**src/rtl/uart_rx_core.sv**
```systemverilog
// uart_rx_core: oversampled UART receiver feeding a one-byte holding register with rts flow control,
// framing and overrun error pulses. Define UART_RX_PARITY_EN for 8E1 frames with a parity_err pulse.
module uart_rx_core #(
  parameter int CLK_FREQ   = 100_000_000,
  parameter int BAUD       = 9600,
  parameter int OVERSAMPLE = 16
) (
  input  logic       clk,
  input  logic       rst,
  input  logic       rx,
  input  logic       rd,
  output logic [7:0] dout,
  output logic       d_rdy,
  output logic       rts,
  output logic       frame_err,
`ifdef UART_RX_PARITY_EN
  output logic       parity_err,
`endif
  output logic       overrun
);

  localparam int DIV = CLK_FREQ / (BAUD * OVERSAMPLE);
  localparam int DW  = DIV > 1 ? $clog2(DIV) : 1;
  localparam int TW  = $clog2(OVERSAMPLE);
  localparam logic [DW-1:0] D_END = DW'(DIV - 1);
  localparam logic [TW-1:0] T_LO  = TW'(OVERSAMPLE / 2 - 1);
  localparam logic [TW-1:0] T_MID = TW'(OVERSAMPLE / 2);
  localparam logic [TW-1:0] T_HI  = TW'(OVERSAMPLE / 2 + 1);
  localparam logic [TW-1:0] T_END = TW'(OVERSAMPLE - 1);

`ifdef UART_RX_PARITY_EN
  typedef enum logic [2:0] {IDLE, START, DATA, PARITY, STOP} state_t;
`else
  typedef enum logic [1:0] {IDLE, START, DATA, STOP} state_t;
`endif

  state_t        state_q, state_d;
  logic          sync1_q, rxs_q, rxs_prev_q;
  logic [DW-1:0] div_q, div_d;
  logic [TW-1:0] tick_cnt_q, tick_cnt_d;
  logic [2:0]    bit_cnt_q, bit_cnt_d;
  logic [1:0]    smp_q, smp_d;
  logic [7:0]    shift_q, shift_d;
  logic          brk_q, brk_d;
  logic [7:0]    dout_q, dout_d;
  logic          d_rdy_q, d_rdy_d;
  logic          rts_q;
  logic          frame_err_q, frame_err_d;
  logic          overrun_q, overrun_d;
  logic          tick, fall, vote, stop_smp, commit, take;
`ifdef UART_RX_PARITY_EN
  logic          par_q, par_d;
  logic          parity_err_q, parity_err_d;
`endif

  assign tick     = div_q == D_END;
  assign fall     = rxs_prev_q & ~rxs_q;
  assign vote     = (smp_q[0] & smp_q[1]) | (smp_q[0] & rxs_q) | (smp_q[1] & rxs_q);
  assign stop_smp = (state_q == STOP) & ~brk_q & tick & (tick_cnt_q == T_MID);
  assign commit   = stop_smp & rxs_q;
  assign take     = commit & (~d_rdy_q | rd);

  assign dout_d      = take ? shift_q : dout_q;
  assign d_rdy_d     = take | (d_rdy_q & ~rd);
  assign overrun_d   = commit & d_rdy_q & ~rd;
  assign frame_err_d = stop_smp & ~rxs_q;
`ifdef UART_RX_PARITY_EN
  assign parity_err_d = stop_smp & (^shift_q ^ par_q);
`endif

  assign dout      = dout_q;
  assign d_rdy     = d_rdy_q;
  assign rts       = rts_q;
  assign frame_err = frame_err_q;
  assign overrun   = overrun_q;
`ifdef UART_RX_PARITY_EN
  assign parity_err = parity_err_q;
`endif

  // Two-stage synchroniser for rx plus a delayed copy for falling-edge detection
  always_ff @(posedge clk or posedge rst) begin
    if (rst) begin
      sync1_q    <= 1'b1;
      rxs_q      <= 1'b1;
      rxs_prev_q <= 1'b1;
    end else begin
      sync1_q    <= rx;
      rxs_q      <= sync1_q;
      rxs_prev_q <= rxs_q;
    end
  end

  // Next-state logic: tick_cnt is a bit-phase counter started at the start edge, so tick 0 is each bit's leading edge
  always_comb begin
    state_d    = state_q;
    div_d      = tick ? '0 : div_q + 1'b1;
    tick_cnt_d = tick_cnt_q;
    bit_cnt_d  = bit_cnt_q;
    smp_d      = smp_q;
    shift_d    = shift_q;
    brk_d      = brk_q;
`ifdef UART_RX_PARITY_EN
    par_d      = par_q;
`endif
    if (tick && state_q != IDLE) begin
      tick_cnt_d = tick_cnt_q == T_END ? '0 : tick_cnt_q + 1'b1;
      smp_d[0]   = tick_cnt_q == T_LO ? rxs_q : smp_q[0];
      smp_d[1]   = tick_cnt_q == T_MID ? rxs_q : smp_q[1];
    end
    case (state_q)
      IDLE: begin
        if (fall) begin
          state_d    = START;
          div_d      = '0;
          tick_cnt_d = '0;
        end
      end
      START: begin
        if (tick && tick_cnt_q == T_LO && rxs_q) begin
          state_d = IDLE;
        end else if (tick && tick_cnt_q == T_END) begin
          state_d   = DATA;
          bit_cnt_d = '0;
        end
      end
      DATA: begin
        if (tick && tick_cnt_q == T_HI) begin
          shift_d   = {vote, shift_q[7:1]};
          bit_cnt_d = bit_cnt_q + 1'b1;
`ifdef UART_RX_PARITY_EN
          state_d   = bit_cnt_q == 3'd7 ? PARITY : DATA;
`else
          state_d   = bit_cnt_q == 3'd7 ? STOP : DATA;
`endif
        end
      end
`ifdef UART_RX_PARITY_EN
      PARITY: begin
        if (tick && tick_cnt_q == T_HI) begin
          par_d   = vote;
          state_d = STOP;
        end
      end
`endif
      STOP: begin
        if (brk_q) begin
          state_d = rxs_q ? IDLE : STOP;
          brk_d   = ~rxs_q;
        end else if (stop_smp) begin
          state_d = rxs_q ? IDLE : STOP;
          brk_d   = ~rxs_q;
        end
      end
      default: state_d = IDLE;
    endcase
  end

  // Receiver state, tick divider and shift register
  always_ff @(posedge clk or posedge rst) begin
    if (rst) begin
      state_q    <= IDLE;
      div_q      <= '0;
      tick_cnt_q <= '0;
      bit_cnt_q  <= '0;
      smp_q      <= '0;
      shift_q    <= '0;
      brk_q      <= 1'b0;
`ifdef UART_RX_PARITY_EN
      par_q      <= 1'b0;
`endif
    end else begin
      state_q    <= state_d;
      div_q      <= div_d;
      tick_cnt_q <= tick_cnt_d;
      bit_cnt_q  <= bit_cnt_d;
      smp_q      <= smp_d;
      shift_q    <= shift_d;
      brk_q      <= brk_d;
`ifdef UART_RX_PARITY_EN
      par_q      <= par_d;
`endif
    end
  end

  // Holding register, flow control and one-cycle error pulses
  always_ff @(posedge clk or posedge rst) begin
    if (rst) begin
      dout_q       <= '0;
      d_rdy_q      <= 1'b0;
      rts_q        <= 1'b0;
      frame_err_q  <= 1'b0;
      overrun_q    <= 1'b0;
`ifdef UART_RX_PARITY_EN
      parity_err_q <= 1'b0;
`endif
    end else begin
      dout_q       <= dout_d;
      d_rdy_q      <= d_rdy_d;
      rts_q        <= d_rdy_d;
      frame_err_q  <= frame_err_d;
      overrun_q    <= overrun_d;
`ifdef UART_RX_PARITY_EN
      parity_err_q <= parity_err_d;
`endif
    end
  end

endmodule

```
**config.mk**
```make
export PLATFORM = sky130hd
export DESIGN_NAME = uart_rx_core
export DESIGN_NICKNAME = d
export VERILOG_FILES = /design/src/rtl/uart_rx_core.sv
export SDC_FILE = /design/constraint.sdc
export NUM_CORES = 1
export LEC_CHECK = 0
export CAP_MARGIN = 10
export CORE_MARGIN = 2
export CORE_UTILIZATION = 35
export DETAILED_ROUTE_END_ITERATION = 10
export GPL_TIMING_DRIVEN = 0
export PLACE_DENSITY_LB_ADDON = 0.12
export SLEW_MARGIN = 25
export SYNTH_ARGS = -nofsm -noshare
export SYNTH_HDL_FRONTEND = slang
export SYNTH_SLANG_ARGS = --single-unit
```
**constraint.sdc**
```tcl
create_clock -name clk -period 2.8 [get_ports clk]
set_clock_uncertainty 0.05 [all_clocks]
set_input_delay 0.7 -clock clk [delete_from_list [all_inputs] [get_ports clk]]
set_output_delay 0.7 -clock clk [all_outputs]
set_load 0.05 [all_outputs]
```
## After elaboration in Yosys (flattened, before gate mapping)

Cells that the tools add are included.

- Register bits: 44
- Bits in latches: 0
- RAM bits: 0
- Memory bits (read-only): 0
- Bits of input ports: 4
- Word-level logic and storage cells: 89
- Memories kept: 0

- Add/sub/neg operators: 3
- Multipliers: 0
- Divide/modulo/power cells: 0
- Magnitude comparators: 0
- Eq/ne operators: 15
- Shift operators: 0
- Multiplexer cells: 22
- Bitwise logic cells: 21
- Reduce and logical (&&, ||, !) cells: 13

Operators with widths:

| kind | number |
|---|---|
| 2-to-1 mux 10 bit | 3 |
| 2-to-1 mux 4 bit | 4 |
| 2-to-1 mux 2 bit | 7 |
| bitwise AND 1 bit | 13 |
| equality test 4 bit, second input constant | 3 |
| adder 10 x 1 -> 10 bit, second input constant | 1 |
| equality test 10 bit, second input constant | 1 |
| 2-to-1 mux 3 bit | 3 |
| inequality test 2 bit, second input constant | 4 |
| one-hot mux 2 bit (4 select lines) | 1 |
| AND reduction 4 bit | 2 |
| inequality test 3 bit, second input constant | 2 |
| one-hot mux 3 bit (2 select lines) | 1 |
| AND reduction 2 bit | 3 |
| logical AND 1 bit | 5 |
| adder 4 x 1 -> 4 bit, second input constant | 1 |
| equality test 2 bit, second input constant | 2 |
| equality test 4 x 3 -> 1 bit, second input constant | 1 |
| NOT 1 bit | 4 |
| OR 1 bit | 4 |
| nonzero test 2 bit | 2 |
| adder 3 x 1 -> 3 bit, second input constant | 1 |
| equality test 3 bit, second input constant | 1 |
| 2-to-1 mux 1 bit | 3 |
| 2 further kinds | 2 |

## Logic depth before layout (Yosys ltp)

Gate-level depths: netlist of the first run.

- Depth in word-level cells: 7
- Depth in mapped cells: 7
- Depth with buffers taken out: 6

## Worst setup path after synthesis of the first run

Ideal clock, no wire load.

- Path kind: reg-to-reg
- From: register tick_cnt_q[0]
- To: register dout_q[0], in the netlist dout[0]
- Library setup time: 0.125 ns
- Arrival time: 1.746 ns
- Required time: 2.625 ns
- Setup slack: 0.879 ns
- Stages on the path, launching flop included: 7
- Buffers on the path: 0
- Path through: dfrtp_1 -> inv_1 -> ha_1 -> and3b_2 -> nand4_4 -> nor4b_4 -> mux2_2

- Cells in the longest elaborated chain, start to end: 4

Ends and longest elaborated chain:

| item | line | source |
|---|---|---|
| start, declared | 40 | `logic [TW-1:0] tick_cnt_q, tick_cnt_d;` |
| start signal, assigned | 174 | `tick_cnt_q <= tick_cnt_d;` |
| equality test 4 bit | 59 | `assign stop_smp = (state_q == STOP) & ~brk_q & tick & (tick_cnt_q == T_MID);` |
| bitwise AND 1 bit | 59 |  |
| bitwise AND 1 bit | 60 | `assign commit = stop_smp & rxs_q;` |
| bitwise AND 1 bit | 61 | `assign take = commit & (~d_rdy_q \| rd);` |
| end signal, assigned | 197 | `dout_q <= dout_d;` |
| end, declared | 45 | `logic [7:0] dout_q, dout_d;` |

No other way between the ends.
A chain may end at the register's enable or synchronous reset.

## Final worst setup path of the first run

- From: register rts_q, in the netlist rts
- To: output port rts

RTL lines:

| item | line | source |
|---|---|---|
| start, declared | 47 | `logic rts_q;` |
| start signal, assigned | 199 | `rts_q <= d_rdy_d;` |
| end, declared | 14 | `output logic rts,` |

No word-level cell between the ends.

==> flow_results.org, run 1 <==
** Outcome
- Run status :: finished, final reports clean

** Clock tree
- Once the clock tree was built, the resizer swapped 0 gates to a different size.
- Number of buffers inserted for hold repair after clock tree synthesis :: 0
- TritonCTS built the clock tree.
- The tree is rooted in a clkbuf_8.
- Clock tree synthesis inserted a total of 5 buffers.
- After clock tree synthesis, the clock-pin slew on the worst setup and hold paths is 0.08 ns.
- CTS Sinks :: 44
- Post CTS Setup Buffer Count :: 0
- Counting along the longest clock path gives a buffer depth of 2.
- Clock latency at the later pin of the worst-skew pair :: 0.29 ns
- H-tree Lvls :: 2

** Power and ir drop
- Power Density :: 566 mW/mm²
- The design draws 1.38 mW.
- Across the VDD grid, the largest voltage drop is 0.324 mV.
- P_leak :: 1.11 nW

** Place
- Input and output buffers added on the ports amount to 15.
- Including well taps, the total number of placed cells is 265.
- Detailed placement ended at an HPWL of 2670 µm.
- Routability Congestion :: 0.788
- Before CTS, the worst setup slack after placement is 0.347 ns.

** Layout
- Layout cells sized above 1 :: 22.2%
- Area added between synthesis and finish :: 17.9%
- NumNets Final :: 208
- 0 antenna diodes ended up in the layout.
- For this run, the share of the core covered by cells in the final layout is 42.0%.
- Once layout is complete, the cells apart from fillers number 273.

** Logic synthesis
- Post-Synthesis Cell Area :: 0.00207 mm²
- Among all flip-flop cells after synthesis, the most frequent one is dfrtp_1.
- The number of different library cells used by synthesis comes to 46.
- Yosys attributes the largest share of cell area to dfrtp_1, mux2_2, ha_1.
- Area fraction of the dominant cell type after synthesis :: 49.5%
- Counting every net in the synthesized netlist gives 185.
- dfrtp_1 takes more of the synthesized area than any other cell.
- Sequential share of the synthesized area :: 53.4%
- In the synthesized netlist, the number of instances is 174.
- The Yosys step of the flow raised 0 warnings.
- In this run, synthesis inferred 0 flip-flops with an integrated enable.
- Register bit total from synthesis :: 44
- Proportion of register bits with asynchronous set or reset after synthesis :: 100%
- Mean cell area of the mapped netlist :: 11.9 µm²

** Timing
- Measured against its own limit, the worst slew margin works out to 57.8%.
- In the final timing run, aggregate negative setup slack is 0 ns.
- The routed design could run at a clock period as short as 2.30 ns.
- The count of final hold-check violations was 0.
- The final number of max-transition violations is 0.
- For the pin with the worst max-slew slack, the measured transition is 0.630 ns.
- Setup violations remaining at the end of the flow were counted as 0.
- Top achievable clock speed :: 435 MHz
- Setup repair after global routing missed its margin :: false
- Across all setup checks in the final design, the least slack found is 0.503 ns.
- After layout, the worst path uses 82.0% of the clock period.

** Worst setup path
- Along the worst path, the maximum fanout reaches 3.
- Chain of cells forming the critical path :: buf_4 > clkdlybuf4s50_1
- Buffer and inverter count on the worst path :: 2
- At the worst endpoint, the arrival time is 1.55 ns.
- Kind of launch point of the worst setup path :: flip-flop
- Slowest-stage cell, CP :: clkdlybuf4s50_1
- Data on the critical path is required at its endpoint by 2.05 ns.
- Peak per-stage delay on the critical path :: 0.78 ns
- Path type of the worst setup path :: flip-flop to output pin
- On the critical path the largest part of the delay comes from buffers and inverters.
- Crit. End Element :: output pin

** Detailed routing
- After detailed routing, the number of remaining DRC violations is 0.
- Using the TritonRoute via totals, the vias-per-cell ratio works out to 4.79.
- The final layout contains routed wiring with a total length of 3570 µm.
- In this run the remaining antenna-violating nets after routing total 0.
- For this block, the initial DRC count from the detailed router was 53.
- DR pass1 iterations :: 4
- The routed layout has 1307 vias.
- DR WL/cell :: 13.1 µm

** Floorplanning
- The floorplan step defined a die boundary enclosing 0.00655 mm².
- After floorplanning, the core was sized to cover 0.00582 mm².
- Die Y :: 80.9 µm
- 16 I/O pins were placed.
- Measured along the x axis, the die boundary spans 80.9 µm.
- The floorplan has 28 rows.
- For this configuration, the core starts out at a cell density of 35.6%.

** Global route
- The via count of the first global-routing pass was 1315.
- Number of antenna violations at the first check in global routing :: 0
- For this run, the total global-route usage over all layers was measured as 12.2%.
- After global routing the overflow that remains totals 0.
- Largest net degree at the start of global routing :: 27
- The first global-routing pass estimated 6090 µm of wire.

** Hold path
- Worst hold path type :: flip-flop to flip-flop

** Run
- Number of max-cap violations :: 0
registers in the layout, indices dropped and copies added, names as in the netlist, 2 cells and up:
| signal | cells |
|---|---|
| shift_q | 8 |
| div_q | 10 |
| bit_cnt_q | 3 |
| tick_cnt_q | 4 |
| dout | 8 |
| smp_q | 2 |
| state_q | 2 |
report_power, final:
part | switching, mW | leakage, nW | internal (mW)
Clock | 0.204 | 0.0552 | 0.265
Combinational | 0.0958 | 0.468 | 0.0713
Sequential | 0.0597 | 0.585 | 0.687
area by class of cell:
| type | count | area (µm²) |
|---|---|---|
| multi-input cells | 116 | 893 |
| inverters | 9 | 33.8 |
| well taps | 75 | 93.8 |
| fillers | 562 | 3370 |
| clock buffers | 6 | 72.6 |
| clock inverters | 2 | 35.0 |
| flip-flops and latches | 44 | 1100 |
| plain buffers | 5 | 38.8 |
| repair buffers | 16 | 170 |
metal layers:
metal | vias up | routed length, µm | track usage (%)
met3 | 3 | 114 | 3.44
met2 | 15 | 1760 | 19.4
met5 | - | 0 | 0
met1 | 640 | 1680 | 16.0
met4 | 0 | 19 | 4.07
li1 | 649 | - | -
layout by cell type, fill, tap and decap left out, types with 2 or more instances in the layout:
cell type	count
a21oi_1	5
and2b_1	4
and3b_2	2
buf_6	2
clkbuf_1	2
clkbuf_8	5
clkdlybuf4s50_1	15
dfrtp_1	41
dfstp_2	3
ha_1	7
inv_1	8
mux2_2	18
mux2i_1	3
nand2_1	11
nand3_1	7
nor2_1	18
nor3_1	2
nor4_1	2
o21ai_0	2
o31ai_1	2
or3_1	2
xnor2_1	6
xor2_1	2
path summary, 6_finish.rpt:
check / slack (ns) / endpoint / start / cells after the start
hold reg to reg: 0.31 / rxs_q$_DFF_PP1_ / sync1_q$_DFF_PP1_ / 0
max in group asynchronous: 1.47 / rxs_q$_DFF_PP1_ / rst / 3
setup reg to reg: 0.60 / dout[0]$_DFFE_PP0P_ / tick_cnt_q[0]$_DFF_PP0_ / 6
min in group asynchronous: 0.67 / div_q[7]$_DFF_PP0_ / rst / 2
setup / recovery: 0.50 / rts / rts$_DFF_PP0_ / 2
hold / removal: 0.31 / rxs_q$_DFF_PP1_ / sync1_q$_DFF_PP1_ / 0
through the flow:
stage               instance area (µm²)  hold slack (ns)
detailed placement                 2330            0.297
global route                       2440            0.313
global placement                   2310            0.297
CTS                                2440            0.311
floorplan                          2070            0.295
finish                             2440            0.312
synth_stat cells, types with 2 or more instances:
master,count
o21ai_0,2
a21oi_1,5
buf_6,2
dfstp_2,3
xnor2_1,6
mux2_2,18
nor4_1,2
nand3_1,7
nand2_1,11
or3_1,2
o31ai_1,2
mux2i_1,3
xor2_1,2
nor3_1,2
nor2_1,18
and3b_2,2
ha_1,7
and2b_1,4
dfrtp_1,41
inv_1,9
worst reg2reg max path, cell delays in order (launching register included):
cell and delay, ns:
dfrtp_1 0.45, inv_1 0.08, ha_1 0.17, and3b_2 0.22, nand4_4 0.12, nor4b_4 0.58, mux2_2 0.41
logic make-up (layout without fill, tap and decap cells):
kind of cell | Yosys count | count (layout) | share of synthesized area (%)
multiplexers | 21 | 21 | 11.2
XOR/XNOR | 8 | 8 | 3.38
buffers and inverters | 14 | 38 | 3.50
flip-flops | 44 | 44 | 53.4
AO/OA/AOI/OAI | 17 | 17 | 6.04
adder cells (fa/ha/maj) | 8 | 8 | 4.71
AND/OR/NAND/NOR | 62 | 62 | 17.8
Power figures use the tool's default switching activity.
==> run 2: changes to the inputs <==
==> constraint.sdc (replaced) <==
create_clock -name clk -period 1.9 [get_ports clk]
set_clock_uncertainty 0.05 [all_clocks]
set_input_delay 0.475 -clock clk [delete_from_list [all_inputs] [get_ports clk]]
set_output_delay 0.475 -clock clk [all_outputs]
set_load 0.05 [all_outputs]
==> run 2 against run 1 <==
  * The flow now finishes with violations (setup timing)
  * Routed wire length increased by 6.4%
  * Non-clock buffer count grew 9
  * Sequential power rose by 47%
  * Combinational power grew 58%
  * Die area is the same
  * Largest cell class unchanged
  * Highest routed layer unchanged
==> flow_results.org, run 2 (synthesized netlist as in run 1, its figures left out) <==
** Run
- Number of max-cap violations :: 0 (unchanged)

** Global route
- The global-route wire length before repair came to 6430 µm (+5.5%).
- The total congestion overflow after global routing came to 0 (unchanged).
- Largest net degree at the start of global routing :: 27 (unchanged)
- Overall fraction of global-route tracks in use :: 13.0% (+0.85 points)
- Number of antenna violations at the first check in global routing :: 0 (unchanged)
- Vias in the first global route :: 1365 (+3.8%)

** Floorplanning
- Floorplan row count :: 28 (unchanged)
- The number of top-level design ports is 16 (unchanged).
- Area of the die :: 0.00655 mm² (unchanged)
- Initial cell density of the core :: 35.6% (unchanged)
- CORE AREA :: 0.00582 mm² (unchanged)
- The die extent in y came to 80.9 µm (unchanged).
- Die extent in x :: 80.9 µm (unchanged)

** Detailed routing
- The total number of vias was 1368 (+4.7%).
- The DRC violation count after routing was 0 (unchanged).
- Count of nets left with antenna violations after detail routing :: 0 (unchanged)
- DR WL/cell :: 13.5 µm (+3.4%)
- Average via count per standard cell :: 4.87 (+1.7%)
- The sum of routed wire length over all layers was 3800 µm (+6.4%).
- The detailed router's first-iteration violation count came to 41 (-23%).
- DR pass1 iterations :: 4 (unchanged)

** Outcome
- Run status :: complete, but fails checks
- Violations in the final reports :: setup timing

** Power and ir drop
- Proportion of total power due to net switching :: 28.0% (+2.0 points)
- The power share of the clock group came to 28.8% (-5.1 points).
- The part of the total power dissipated in combinational logic was 13.8% (+1.7 points).
- The total net switching power came to 0.537 mW (+49%).
- Part of the total power dissipated in sequential elements :: 57.4% (+3.4 points)
- Internal Dissipation :: 1.38 mW (+35%)
- Post-layout power :: 1.91 mW (+39%)
- P_leak :: 1.22 nW (+9.8%)
- The highest ir drop seen on vdd is 0.434 mV (+34%).
- The total power divided by cell area was 735 mW/mm² (+30%).

** Clock tree
- The H-tree depth was 2 (unchanged).
- The clock transition at the registers of the reported paths was 0.08 ns (about the same).
- Clock tree from TritonCTS :: done
- The number of clock sinks seen by CTS was 44 (unchanged).
- Buffers from clock root to sink, at most :: 2 (unchanged)
- The clock latency on the worst-skew pair was 0.30 ns (about the same).
- Number of clock buffers inserted by TritonCTS :: 5 (unchanged)
- Buffer type at the clock tree root :: clkbuf_8

** Timing
- The worst slew margin relative to its limit is 67.6% (+9.8 points).
- The worst path in the final design needs a cycle of 1.93 ns, including I/O delays and setup.
- The setup TNS after final layout came to -0.337 ns (-0.337 ns).
- Count of pins over their slew limit :: 0 (unchanged)
- The final critical path takes up 102% of the cycle.
- Worst Setup Slack, final :: -0.0334 ns (-0.536 ns)
- The transition time of the tightest slew-check pin was 0.488 ns (-0.142 ns).
- Count of final setup violators :: 16 (+16)
- Final hold violation count :: 0 (unchanged)
- Timing would allow up to 517 MHz.
- Setup repair after global routing could not meet its margin everywhere.

** Hold path
- Worst hold path type :: flip-flop to flip-flop
- The worst hold path stage count is 0 (unchanged).

** Place
- The number of buffer cells added on primary ports came to 15 (unchanged).
- The global placer's final weighted congestion is 0.786 (-0.17%).
- Final HPWL DP :: 2680 µm (+0.39%)

** Layout
- Fill cell instance count of the final layout :: 553 (-1.6%)
- The total area of sequential cells came to 0.00111 mm² (+0.11%).
- The number of inserted diodes was 0 (unchanged).
- The library cell used most frequently in the layout, excluding fill and tap cells, is dfrtp_1.
- The area occupied by multi-input gates was 0.00101 mm² (+13%).
- The flip-flop count of the largest register, all copies and words added is 10 (unchanged).
- The layout net count was 217 (+4.3%).
- Final core occ :: 44.8% (+2.8 points)
- Compared with the post-synthesis result, the final layout area differs by 25.9%.
- Counting flops per register, the top entry is div_q.
- Layout cells sized above 1 :: 29.6% (+7.4 points)
- In the layout the commonest cells are dfrtp_1, mux2_4, nor2_1.

** Worst setup path
- The worst reg-to-reg path cell count was 7 (+1).
- Path type of the worst setup path :: flip-flop to flip-flop
- Worst Path Max Fanout :: 8 (+5)
- The required arrival time at the worst endpoint was 2.03 ns (-0.02 ns).
- Crit. End Element :: flip-flop
- Worst EP arrival :: 2.06 ns (+0.51 ns)
- Kind of launch point of the worst setup path :: flip-flop
[run 2: cell types whose count changed in the layout (fill, tap and decap cells not counted), sizes merged]
cell / previous run / this run
buf: 5 / 15
dlygate4sd2: 0 / 12
clkdlybuf4s50: 15 / 3
clkbuf: 7 / 5
bufinv: 1 / 0
clkinvlp: 0 / 1
[run 2: per-layer routing]
layer / vias up / wire, µm / share of wire (%) / global-route usage, %
li1: 669 / - / - / -
met5: - / 0 / 0 / 0
met1: 678 / 1770 / 47 / 17.1
met3: 2 / 130 / 3.4 / 4.11
met2: 19 / 1890 / 50 / 20.7
met4: 0 / 14 / 0.37 / 4.07
[run 2: what timing repair did]
item / CTS / global route
setup buffers: 7 / 3
pin swaps: 4 / 4
setup endpoints to repair: 41 / 19
hold buffers: 0 / 0
gates resized for setup: 35 / 6
[run 2: cell type report]
cell class / count / share of cell area [%]
flip-flops and latches: 44 / 42.4
multi-input cells: 116 / 38.7
repair buffers: 26 / 9.46
well taps: 75 / 3.60
clock buffers: 5 / 2.64
plain buffers: 4 / 1.34
inverters: 9 / 1.30
clock inverters: 2 / 0.480
[run 2: path summary, 6_finish.rpt]
check | from | end | slack [ns]
max | div_q[0]$_DFF_PP0_ | shift_q[3]$_DFFE_PP0P_ | -0.03
min | sync1_q$_DFF_PP1_ | rxs_q$_DFF_PP1_ | 0.32
max reg2reg | div_q[0]$_DFF_PP0_ | shift_q[3]$_DFFE_PP0P_ | -0.03
min reg2reg | sync1_q$_DFF_PP1_ | rxs_q$_DFF_PP1_ | 0.32
max in group asynchronous | rst | rxs_q$_DFF_PP1_ | 0.80
min in group asynchronous | rst | div_q[7]$_DFF_PP0_ | 0.44
[run 2: worst max-delay path, cell delays in order (launching register included)]
cell     delay (ns)
dfrtp_1        0.38
inv_1          0.06
ha_2           0.15
and3b_2        0.27
nand4_1        0.25
nor2_4         0.20
buf_12         0.15
mux2_4         0.30
[run 2: power by group through the flow]
stage / combinational [mW] / clock [mW] / sequential [mW]
after floorplan: 0.196 / 0 / 1.09
after global placement: 0.229 / 0 / 1.11
after detailed placement: 0.250 / 0 / 1.12
after CTS: 0.266 / 0.583 / 1.10
after global routing: 0.301 / 0.625 / 1.11
final: 0.264 / 0.551 / 1.10
[run 2: metrics by stage]
stage	cell area, µm²	setup WS (ns)	cells	hold WS [ns]
after detailed placement	2330	-0.328	265	0.299
after global routing	2610	-0.147	281	0.313
after CTS	2560	-0.0589	278	0.313
final	2610	-0.0334	281	0.319
after floorplan	2070	-0.0206	174	0.295
after global placement	2310	-0.514	264	0.297
==> run 3: changes to the inputs <==
--- a/config.mk
+++ b/config.mk
@@ -6,6 +6,8 @@
 export NUM_CORES = 1
 export LEC_CHECK = 0
 export CAP_MARGIN = 10
+export CELL_PAD_IN_SITES_DETAIL_PLACEMENT = 0
+export CELL_PAD_IN_SITES_GLOBAL_PLACEMENT = 2
 export CORE_MARGIN = 2
 export CORE_UTILIZATION = 35
 export DETAILED_ROUTE_END_ITERATION = 10
==> run 3 against run 2 <==
  * The flow still finishes with violations (setup timing)
  * Fmax decreased by 0.22%
  * Via count is 0.73% higher
  * Final area up 2.1%
==> flow_results.org, run 3 (synthesized netlist as in run 1, its figures left out) <==
** Timing
- The setup TNS after final layout was -0.420 ns (-0.0828 ns).
- The final setup violation count came to 16 (unchanged).
- Min Hold Slack :: 0.309 ns (-0.00960 ns)
- Setup repair after global routing could not meet its margin everywhere.
- Actual transition at the worst max-transition pin :: 0.489 ns (+0.000932 ns)
- The final number of max-transition violations was 0 (unchanged).
- The final critical delay including setup and external delays came to 1.94 ns (+0.00431 ns).
- The share of the cycle needed by the critical path after routing is 102% (+0.23 points).
- Worst Setup Slack, final :: -0.0377 ns (-0.00431 ns)
- The worst slew margin relative to its limit is 67.6% (about the same).
- The count of final hold-check violations is 0 (unchanged).
- Top achievable clock speed :: 516 MHz (-0.22%)

** Hold path
- The worst hold path begins at sync1_q$_DFF_PP1_.
- The min-delay analysis places its worst path in the category flip-flop to flip-flop.
- Hold Path Depth :: 0 (unchanged)
- The path with the worst hold slack has its endpoint at rxs_q$_DFF_PP1_.

** Power and ir drop
- Proportion of total power due to net switching :: 26.4% (-1.6 points)
- Power Density :: 793 mW/mm² (+7.9%)
- Net Sw Power :: 0.557 mW (+3.7%)
- The highest ir drop seen on vdd came to 0.413 mV (-5.0%).
- Internal Dissipation :: 1.55 mW (+13%)
- The sequential share of power came to 52.2% (-5.2 points).
- The leakage power total was 1.25 nW (+2.9%).
- Share of total power in the clock network :: 35.7% (+6.9 points)
- The part of the total power dissipated in combinational logic came to 12.1% (-1.7 points).

** Floorplanning
- The die boundary width was 80.9 µm (unchanged).
- The floorplan row count came to 28 (unchanged).
- The die extent in y was 80.9 µm (unchanged).
- The area of the core is 0.00582 mm² (unchanged).
- The starting density of the core came to 35.6% (unchanged).
- The number of top-level design ports came to 16 (unchanged).
- Area of the die :: 0.00655 mm² (unchanged)

** Place
- Routability Congestion :: 0.752 (-4.4%)
- Final HPWL DP :: 2740 µm (+2.4%)
- Post-placement cell area :: 0.00233 mm² (unchanged)
- The number of buffer cells added on primary ports was 15 (unchanged).
- The minimum setup slack after placement is -0.342 ns (-0.0139 ns).

** Worst setup path
- RR Endpoint :: shift_q[2]$_DFFE_PP0P_
- The biggest cell delay along the critical path is 0.40 ns (+0.02 ns).
- The arrival time of data at the critical path endpoint was 2.07 ns (about the same).
- Startpoint of the worst-slack reg-to-reg timing path :: div_q[0]$_DFF_PP0_
- The required arrival time at the worst endpoint came to 2.04 ns (about the same).
- Kind of launch point of the worst setup path :: flip-flop
- Reg-to-reg slack, setup :: -0.04 ns (about the same)
- The critical path in this run is classified as flip-flop to flip-flop.
- The largest individual stage delay along the critical path comes from the cell dfrtp_1.
- The worst setup path is captured at a flip-flop.
- The worst reg-to-reg path cell count was 7 (unchanged).
- Chain of cells forming the critical path :: inv_1 > ha_1 > and3b_2 > nand4_1 > nor2_4 > buf_12 > mux2_4
- Worst Path Max Fanout :: 8 (unchanged)

** Layout
- Final Cell Area :: 0.00266 mm² (+2.1%)
- Most common cell after layout, fill and taps aside :: dfrtp_1
- Leaving out fill and tap cells, the most frequent cells in the layout are dfrtp_1, mux2_4, nor2_1.
- The flip-flop count of the largest register, all copies and words added was 10 (unchanged).
- NumNets Final :: 220 (+1.4%)
- Biggest register :: div_q
- Number of antenna repair diodes :: 0 (unchanged)
- Layout cells sized above 1 :: 31.0% (+1.3 points)
- Relative to the synthesized area, the layout overhead comes to 28.5%.

** Detailed routing
- The DRC violation count after routing is 0 (unchanged).
- Count of nets left with antenna violations after detail routing :: 0 (unchanged)
- Average via count per standard cell :: 4.84 (-0.68%)
- DR pass1 iterations :: 3 (-1)
- The total number of vias came to 1378 (+0.73%).
- The detailed router's first-iteration violation count was 60 (+46%).
- The routed length per placed instance was 13.8 µm (+2.3%).
- Final wirelength :: 3940 µm (+3.8%)

** Run
- Number of max-cap violations :: 0 (unchanged)

** Clock tree
- Clk pin slew, worst setup/hold paths :: 0.08 ns (about the same)
- The number of buffers on the longest clock path was 2 (unchanged).
- Number of clock buffers inserted by TritonCTS :: 5 (unchanged)
- The root buffer cell chosen for the clock tree is clkbuf_8.
- The clock latency on the worst-skew pair is 0.29 ns (about the same).
- CTS Sinks :: 44 (unchanged)
- Clock tree from TritonCTS :: done
- The quantity of hold-fixing buffers added after cts is 0 (unchanged).
- The H-tree depth was 2 (unchanged).

** Global route
- The global-route wire length before repair came to 6890 µm (+7.1%).
- Number of antenna violations at the first check in global routing :: 0 (unchanged)
- Largest net degree at the start of global routing :: 32 (+19%)
- Vias in the first global route :: 1448 (+6.1%)
- The total congestion overflow after global routing came to 0 (unchanged).
- The total track usage is 13.9% (+0.86 points).

** Outcome
- Violations in the final reports :: setup timing
- Run status :: complete, but fails checks
run 3: changes by cell type in the layout (fill, tap and decap cells not counted), sizes merged:
cell / previous run / this run
buf: 15 / 18
clkbuf: 5 / 6
clkinvlp: 1 / 0
bufinv: 0 / 1
run 3: worst max-delay path by stage:
stage,start,end,slack (ns),cells past startpoint
floorplan,tick_cnt_q[0]$_DFF_PP0_,dout[0]$_DFFE_PP0P_,-0.02,6
global placement,rst,bit_cnt_q[2]$_DFFE_PP0P_,-0.52,2
detailed placement,rd,dout[3]$_DFFE_PP0P_,-0.34,4
CTS,div_q[0]$_DFF_PP0_,dout[6]$_DFFE_PP0P_,-0.05,7
global route,div_q[0]$_DFF_PP0_,shift_q[5]$_DFFE_PP0P_,-0.1,7
finish,div_q[0]$_DFF_PP0_,shift_q[2]$_DFFE_PP0P_,-0.04,7
run 3: power groups by stage:
stage	combinational, mW	clock (mW)	sequential [mW]
detailed placement	0.245	0	1.12
global route	0.296	0.823	1.11
floorplan	0.196	0	1.09
finish	0.256	0.753	1.10
CTS	0.263	0.784	1.10
global placement	0.231	0	1.12
run 3: timing repair:
item                       in CTS  in global routing
pin swaps                       5                  3
gates resized for setup        38                  2
buffers inserted                8                  5
cloned                          0                  0
setup endpoints to repair      42                 20
run 3: critical path, delay by kind of cell, from the launching register on:
kind	cells	cell delay (ns)
flops	1	0.40
fa+ha+maj	1	0.13
mux	1	0.30
buf+inv	2	0.21
simple gates	3	0.74
run 3: metrics by stage:
step                std cells  power [mW]  utilization, %
floorplan                 174        1.29               -
global placement          264        1.35            39.8
detailed placement        265        1.36            40.1
CTS                       280        2.15            45.0
global route              285        2.23            45.7
finish                    285        2.11            45.7
run 3: layer usage:
layer	share of wire [%]	wire [µm]	global-route usage, %	up-vias
li1	-	-	-	675
met3	2.8	109	3.00	5
met1	46	1820	16.6	682
met5	0	0	0	-
met4	1.6	65	6.10	0
met2	50	1950	24.0	16
run 3: layout make-up:
type                       instances  area [µm²]
clock inverter                     2        38.8
multi-input combinational        116        1000
buffer                             4        35.0
timing repair buffer              29         269
fill                             575        3160
sequential                        44        1110
inverter                           9        33.8
clock buffer                       6        82.6
tap                               75        93.8
